File: config.mk
export PLATFORM = sky130hd
export DESIGN_NAME = cram_opb_arbiter
export DESIGN_NICKNAME = d
export VERILOG_FILES = /design/src/rtl/cram_opb_arbiter.sv
export SDC_FILE = /design/constraint.sdc
export NUM_CORES = 1
export LEC_CHECK = 0
export ABC_AREA = 1
export BUFFER_PORTS_ARGS = -buffer_cell sky130_fd_sc_hd__buf_2
export CAP_MARGIN = 20
export CORE_UTILIZATION = 50
export DETAILED_ROUTE_END_ITERATION = 10
export PLACE_DENSITY = 0.92
export SYNTH_ARGS = -nofsm -noshare
export SYNTH_HDL_FRONTEND = slang
export SYNTH_SLANG_ARGS = --single-unit
File: constraint.sdc
create_clock -name OPB_Clk -period 1.88 [get_ports OPB_Clk]
set_input_delay 0.188 -clock OPB_Clk [delete_from_list [all_inputs] [get_ports OPB_Clk]]
set_output_delay 0.188 -clock OPB_Clk [all_outputs]
set_load 0.01 [all_outputs]
File: src/rtl/cram_opb_arbiter.sv
// cram_opb_arbiter: two-requester round-robin arbiter in front of a single OPB PSRAM port.
// Requester A (bit 0) is the CD sector path, requester B (bit 1) the CPU/ADPCM path.
// Optional watchdog: define CRAM_ARB_TIMEOUT_EN to add the XFER timeout counter and err port.
module cram_opb_arbiter #(
    parameter int unsigned TIMEOUT_CYC = 255
) (
    input  logic        OPB_Clk,
    input  logic        OPB_Rst_n,
    input  logic [1:0]  req,
    input  logic [1:0]  rnw,
    input  logic [1:0]  is32,
    input  logic [47:0] addr,
    input  logic [3:0]  be,
    input  logic [31:0] wdata,
    output logic [1:0]  ack,
    output logic [15:0] rdata,
    output logic [23:0] OPB_ABus,
    output logic [1:0]  OPB_BE,
    output logic [15:0] OPB_DBus,
    output logic        OPB_RNW,
    output logic        OPB_32Bit,
    output logic        OPB_select,
    input  logic [15:0] Sln_DBus,
    input  logic        Sln_xferAck
`ifdef CRAM_ARB_TIMEOUT_EN
    ,
    output logic        err
`endif
);

    typedef enum logic [1:0] {StIdle, StXfer, StRelease} state_t;

    state_t state, state_next;
    logic   grant;          // last granted requester: 0 = A, 1 = B
    logic   grant_next;
    logic   load;           // latch the winner's request this edge
    logic   done;           // transfer completes this edge (slave ack or watchdog)
    logic   timeout_hit;

    if (TIMEOUT_CYC < 1) begin : g_bad_timeout
        $error("TIMEOUT_CYC must be at least 1");
    end

`ifdef CRAM_ARB_TIMEOUT_EN
    localparam int unsigned CntW = $clog2(TIMEOUT_CYC + 1);

    logic [CntW-1:0] tcnt;

    // Watchdog: counts cycles spent in XFER, cleared when a new grant is loaded.
    always_ff @(posedge OPB_Clk or negedge OPB_Rst_n) begin
        if (!OPB_Rst_n) begin
            tcnt <= '0;
        end else if (load) begin
            tcnt <= '0;
        end else if (state == StXfer) begin
            tcnt <= tcnt + CntW'(1);
        end
    end

    assign timeout_hit = (state == StXfer) && (tcnt == CntW'(TIMEOUT_CYC - 1));

    // Sticky error: set only when the watchdog, not the slave, ended the transfer.
    always_ff @(posedge OPB_Clk or negedge OPB_Rst_n) begin
        if (!OPB_Rst_n) begin
            err <= 1'b0;
        end else if (done && !Sln_xferAck) begin
            err <= 1'b1;
        end
    end
`else
    assign timeout_hit = 1'b0;
`endif

    assign done       = (state == StXfer) && (Sln_xferAck || timeout_hit);
    assign OPB_select = (state == StXfer);

    // Next-state and arbitration; req is only looked at in IDLE.
    always_comb begin
        state_next = state;
        grant_next = grant;
        load       = 1'b0;
        unique case (state)
            StIdle: begin
                if (req != 2'b00) begin
                    load       = 1'b1;
                    // Tie goes to whoever did not win last time.
                    grant_next = (req == 2'b11) ? ~grant : req[1];
                    state_next = StXfer;
                end
            end
            StXfer: begin
                if (done) begin
                    state_next = StRelease;
                end
            end
            StRelease: begin
                state_next = StIdle;
            end
            default: begin
                state_next = StIdle;
            end
        endcase
    end

    // State and grant registers; reset leaves B as last grant so A wins the first tie.
    always_ff @(posedge OPB_Clk or negedge OPB_Rst_n) begin
        if (!OPB_Rst_n) begin
            state <= StIdle;
            grant <= 1'b1;
        end else begin
            state <= state_next;
            grant <= grant_next;
        end
    end

    // OPB request registers: loaded once per grant, held steady through XFER.
    always_ff @(posedge OPB_Clk or negedge OPB_Rst_n) begin
        if (!OPB_Rst_n) begin
            OPB_ABus  <= '0;
            OPB_BE    <= '0;
            OPB_DBus  <= '0;
            OPB_RNW   <= 1'b1;
            OPB_32Bit <= 1'b0;
        end else if (load) begin
            OPB_ABus  <= grant_next ? addr[47:24]  : addr[23:0];
            OPB_BE    <= grant_next ? be[3:2]      : be[1:0];
            OPB_DBus  <= grant_next ? wdata[31:16] : wdata[15:0];
            OPB_RNW   <= grant_next ? rnw[1]       : rnw[0];
            OPB_32Bit <= grant_next ? is32[1]      : is32[0];
        end
    end

    // Completion: one-cycle ack to the granted requester, read data captured at the same edge.
    always_ff @(posedge OPB_Clk or negedge OPB_Rst_n) begin
        if (!OPB_Rst_n) begin
            ack   <= 2'b00;
            rdata <= '0;
        end else begin
            ack <= 2'b00;
            if (done) begin
                ack   <= grant ? 2'b10 : 2'b01;
                rdata <= Sln_xferAck ? Sln_DBus : 16'hDEAD;
            end
        end
    end

endmodule

### After elaboration in Yosys (flattened, before gate mapping)

Index checks and enable logic that the tools add are counted.

| cells by class | value |
|---|---|
| multiplexer cells | 16 |
| bitwise gates (word level) | 1 |
| reductions and logical operators | 4 |
| equality and inequality tests | 4 |

Operator list:

| cell | number |
|---|---|
| $mux W16 | 2 |
| $mux W24 | 1 |
| $mux W2 | 5 |
| $mux W1 | 7 |
| $pmux W2 S2 | 1 |
| $eq A2 B1 Y1 const B | 1 |
| $eq A2 B2 Y1 const B | 1 |
| $logic_not A2 Y1 | 1 |
| $ne A2 B1 Y1 const B | 1 |
| $ne A2 B2 Y1 const B | 1 |
| $reduce_and A2 Y1 | 1 |
| $reduce_bool A2 Y1 | 1 |
| $logic_and A1 B1 Y1 | 1 |
| $not A1 Y1 | 1 |

| storage, ports and cells | value |
|---|---|
| output and inout port bits | 63 |
| input port bits | 109 |
| logic and storage cells | 34 |
| register bits after elaboration | 65 |

### Logic depth before layout (Yosys ltp)

| depth | value |
|---|---|
| depth in word-level cells | 5 |
| mapped depth | 7 |
| mapped depth without buffers | 6 |

### Worst setup path after synthesis

No wires, ideal clock.

| timing | value |
|---|---|
| path kind | reg-to-reg |
| start | register with a tool-made name |
| end | register OPB_ABus[16] |
| arrival | 1.148 ns |
| setup slack | 0.615 ns |
| required time | 1.763 ns |
| stages on the path, launching flop included | 7 |
| path buffers | 1 |
| clock period less this slack | 1.265 ns |
| path through | dfstp_2 > nand2_1 > nand3_4 > buf_6 > nand3_2 > nand3_1 > nand2_1 |

RTL lines:

| what | line | source |
|---|---|---|
| to (signal assigned) | 125 | `OPB_ABus <= grant_next ? addr[47:24] : addr[23:0];` |
| to (decl) | 17 | `output logic [23:0] OPB_ABus,` |

### Worst setup path in the final report

| timing | value |
|---|---|
| start | register state[1] |
| end | register state[0] |

| between the ends | value |
|---|---|
| cells in the longest elaborated chain, start to end | 4 |
| elaborated cells on any way between the ends | 7 |
| those cells by class | eq/ne (3); mux (1); reduce/logical (3) |

Ends and longest elaborated chain:

| what | line | source |
|---|---|---|
| from (decl) | 33 | `state_t state, state_next;` |
| from (signal assigned) | 108 | `state <= StIdle;` |
| from (signal assigned) | 111 | `state <= state_next;` |
| $eq A2 B1 Y1 | 74, 82 |  |
| $logic_and A1 B1 Y1 | 74 | `assign done = (state == StXfer) && (Sln_xferAck \|\| timeout_hit);` |
| $ne A2 B1 Y1 (no line) | -- |  |
| $reduce_and A2 Y1 (no line) | -- |  |

Several ways; a longest one is shown, not always the timed one.
A chain may end at the register's enable or synchronous reset.

==> summary.md <==
| Metric | Value |
|---|---|
| Outcome | finished clean |
| Post-synth top area share | ~44% |
| Initial DRC Count | 159 |
| Critical path, cell by cell | inv_2, nand2_2, nor2_4, inv_2, o31ai_1 |
| Dominant cell type by area after synthesis | dfrtp_1 |
| Residual DRC | 0 |
| Filler cells | between 500 and 600 |
| Die area | roughly 7600 sq um |
| Number of detailed-route iterations in the first pass | 4 |
| Slowest stage delay, CP | 520 ps |
| Async SR Flop Fraction | 100% |
| Yosys cell types | 16 |
| Seq pwr share | 34.3% |
| RePlAce Congestion | between 0.7 and 0.8 |
| WL per Instance | 12.3 microns |
| Finished layout cell area | between 4000 and 5000 sq um |
| Maximum fanout along the worst path | between 40 and 50 |
| CTS tree | yes |
| Skew final | 13.2 ps |
| PD cells | between 1500 and 2000 nW/um^2 |
| Synth Area per Inst | around 7.7 sq um |
| Post-Syn Nets | a little under 600 |
| Yosys warns | 0 |
| Most common cell in the netlist | nand2_1 |
| Worst slew pin tran | about 700 ps |
| Die height | roughly 87 microns |
| Port buffer count | 171 |
| RSZ-0062 raised after global routing | false |
| TritonCTS buffer count | 9 |
| Hold-fix buffers at CTS | 1 |
| Post-synthesis cell count | 470 |
| CP startpoint kind | register |
| Largest net degree at the start of global routing | 46 |
| GRT Util Overall | between 20% and 30% |
| Final Cycle Share | 82.6% |
| CTS sink cnt | 65 |
| First-pass GRT wire length | 15100 microns |
| Initial antenna violation count | 0 |
| Via/cell ratio | about 4.9 |
| HP Class | in2reg |
| Number of gates resized after CTS | 0 |
| Clock buffer depth | 2 |
| Synth Cell Area | 3620 sq um |
| Fmax | ~640 MHz |
| Max-slew headroom | 52.2% |
| CP max-delay cell | inv_2 |
| Synth Flop Type | dfrtp_1 |
| Vias in the first global route | approximately 3600 |
| Post-synth EDFFs | 0 |
| Most area-consuming cells after synthesis | dfrtp_1 44%, nand3_1 16%, nand2_1 14% |
| Worst path most repeated cell | inv_2 |
| Area Overhead vs Synth | 28.3% |
| Routed vias | 3600 |
| # Post-CTS Setup Buffers | 0 |
| Num ports | ~170 |
| CP arrival | 1720 ps |
| Leakage | slightly below 3 nW |
| Initial Util | a little over half |
| Register clock-pin slew on the reported worst setup and hold paths | around 70 ps |
| Nets | about 750 |
| Root buffer cell | clkbuf_8 |
| Final Setup Violations | 0 |
| Row cnt | 30 |
| Inst Count DP | around 720 |
| Post-synth top cells | 139 x nand2_1, 113 x nand3_1, 89 x inv_1 |
| Layout cell share with drive strength beyond 1 | approximately 36% |
| Switching share of power | between 40% and 50% |
| Pre-CTS setup slack | approximately 340 ps |
| Setup TNS | 0 ps |
| Placed cell area | between 4000 and 5000 sq um |
| Post-layout min period | around 1600 ps |
| Grt ovf | 0 |
| Max-cap violations | 0 |
| Int Power | 4.10 mW |
| CP endpoint kind | register |
| Comb power frac | 51.0% |
| Post-Route WL | just over 9000 microns |
| Sequential area share after synthesis | 45.0% |
| FF+latch count, synth | 65 |
| Hpwl dp | approximately 6700 microns |
| Die width | between 80 and 90 microns |
| Antenna viol nets, final | 0 |
| Final Worst Setup Slack | approximately 330 ps |
| NetSw | 3.28 mW |
| CTS H-tree lvls | 3 |
| CORE AREA | roughly 6900 sq um |
| Clk_lat worst skew | 330 ps |
| Post-Layout Cell Count | 739 |
| VDD IR max | between 1000 and 1500 uV |
| Clock power frac | roughly 15% |
| Final hold violations | 0 |
| Setup Crit Path Kind | reg2reg |
| N_diodes | 0 |
| Req. time, crit path | approximately 2000 ps |
| Final Max Tran Viols | 0 |
metal layers:
layer / vias up / track usage (%) / share of wire (%) / routed length, microns
li1: 1770 / - / - / -
met1: 1690 / 28.7 / 41 / 3720
met2: 131 / 45.8 / 51 / 4630
met3: 9 / 5.88 / 6.9 / 628
met4: 0 / 11.4 / 1.2 / 112
met5: - / 0 / 0 / 0
cells by family (layout without fill, tap and decap cells):
| kind of cell | after synthesis | in the layout | share of synthesized area (%) |
|---|---|---|---|
| buf+inv | 120 | 293 | 16.5 |
| flops | 65 | 65 | 45.0 |
| simple gates | 284 | 284 | 38.3 |
| compound gates | 1 | 1 | 0.208 |
power groups by stage:
stage | Clock [mW] | Sequential, mW | Combinational (mW)
2_1_floorplan | 0 | 2.80 | 2.44
3_5_place_dp | 0 | 2.53 | 3.77
6_report | 1.08 | 2.53 | 3.76
3_3_place_gp | 0 | 2.52 | 3.60
5_1_grt | 1.19 | 2.61 | 4.23
4_1_cts | 1.12 | 2.53 | 3.78
area by class of cell:
cell class / instances / area (sq um) / area share (%)
multi-input combinational: 285 / 1390 / 30.0
inverter: 94 / 353 / 7.60
clock inverter: 2 / 12.5 / 0.270
timing repair buffer: 183 / 961 / 20.7
sequential: 65 / 1630 / 35.1
tap: 96 / 120 / 2.59
clock buffer: 14 / 173 / 3.72
state kept, by name, summed over array words and instances (netlist names), named ones only:
name / count
state: 2
OPB_RNW: 1
OPB_32Bit: 1
rdata: 16
ack: 2
OPB_ABus: 24
OPB_BE: 2
OPB_DBus: 16
critical path, delay by kind of cell, from the launching register on:
| family | cells | cell delay [ps] |
|---|---|---|
| AO/OA/AOI/OAI | 1 | 160 |
| buffers and inverters | 2 | 580 |
| flip-flops | 1 | 490 |
| AND/OR/NAND/NOR | 2 | 150 |
final timing paths:
kind,from,to,slack (ps),depth (start not counted)
setup / recovery,state[1],state[0],330,5
hold / removal,Sln_DBus[7],rdata[7],50,3
setup reg to reg,state[1],state[0],330,5
hold reg to reg,OPB_ABus[21],OPB_ABus[21],470,2
max in group asynchronous,OPB_Rst_n,OPB_RNW,820,3
min in group asynchronous,OPB_Rst_n,OPB_ABus[8],430,2
placed cells by master, fill, tap and decap left out, drive strengths merged:
cell type,instances
buf,182
nand2,144
nand3,134
inv,94
dfrtp,63
clkbuf,14
nor2,6
dfstp,2
o31ai,1
clkinvlp,1
clkinv,1
dlygate4sd3,1
metrics by stage:
step / hold slack, ps / utilization, % / power [mW]
CTS: 37.8 / 67.2 / 7.42
detailed placement: 242 / 64.4 / 6.30
global placement: 235 / 64.4 / 6.12
global route: 49.0 / 67.2 / 8.02
finish: 52.0 / 67.2 / 7.38
floorplan: -108 / - / 5.24
Power figures use the tool's default switching activity.
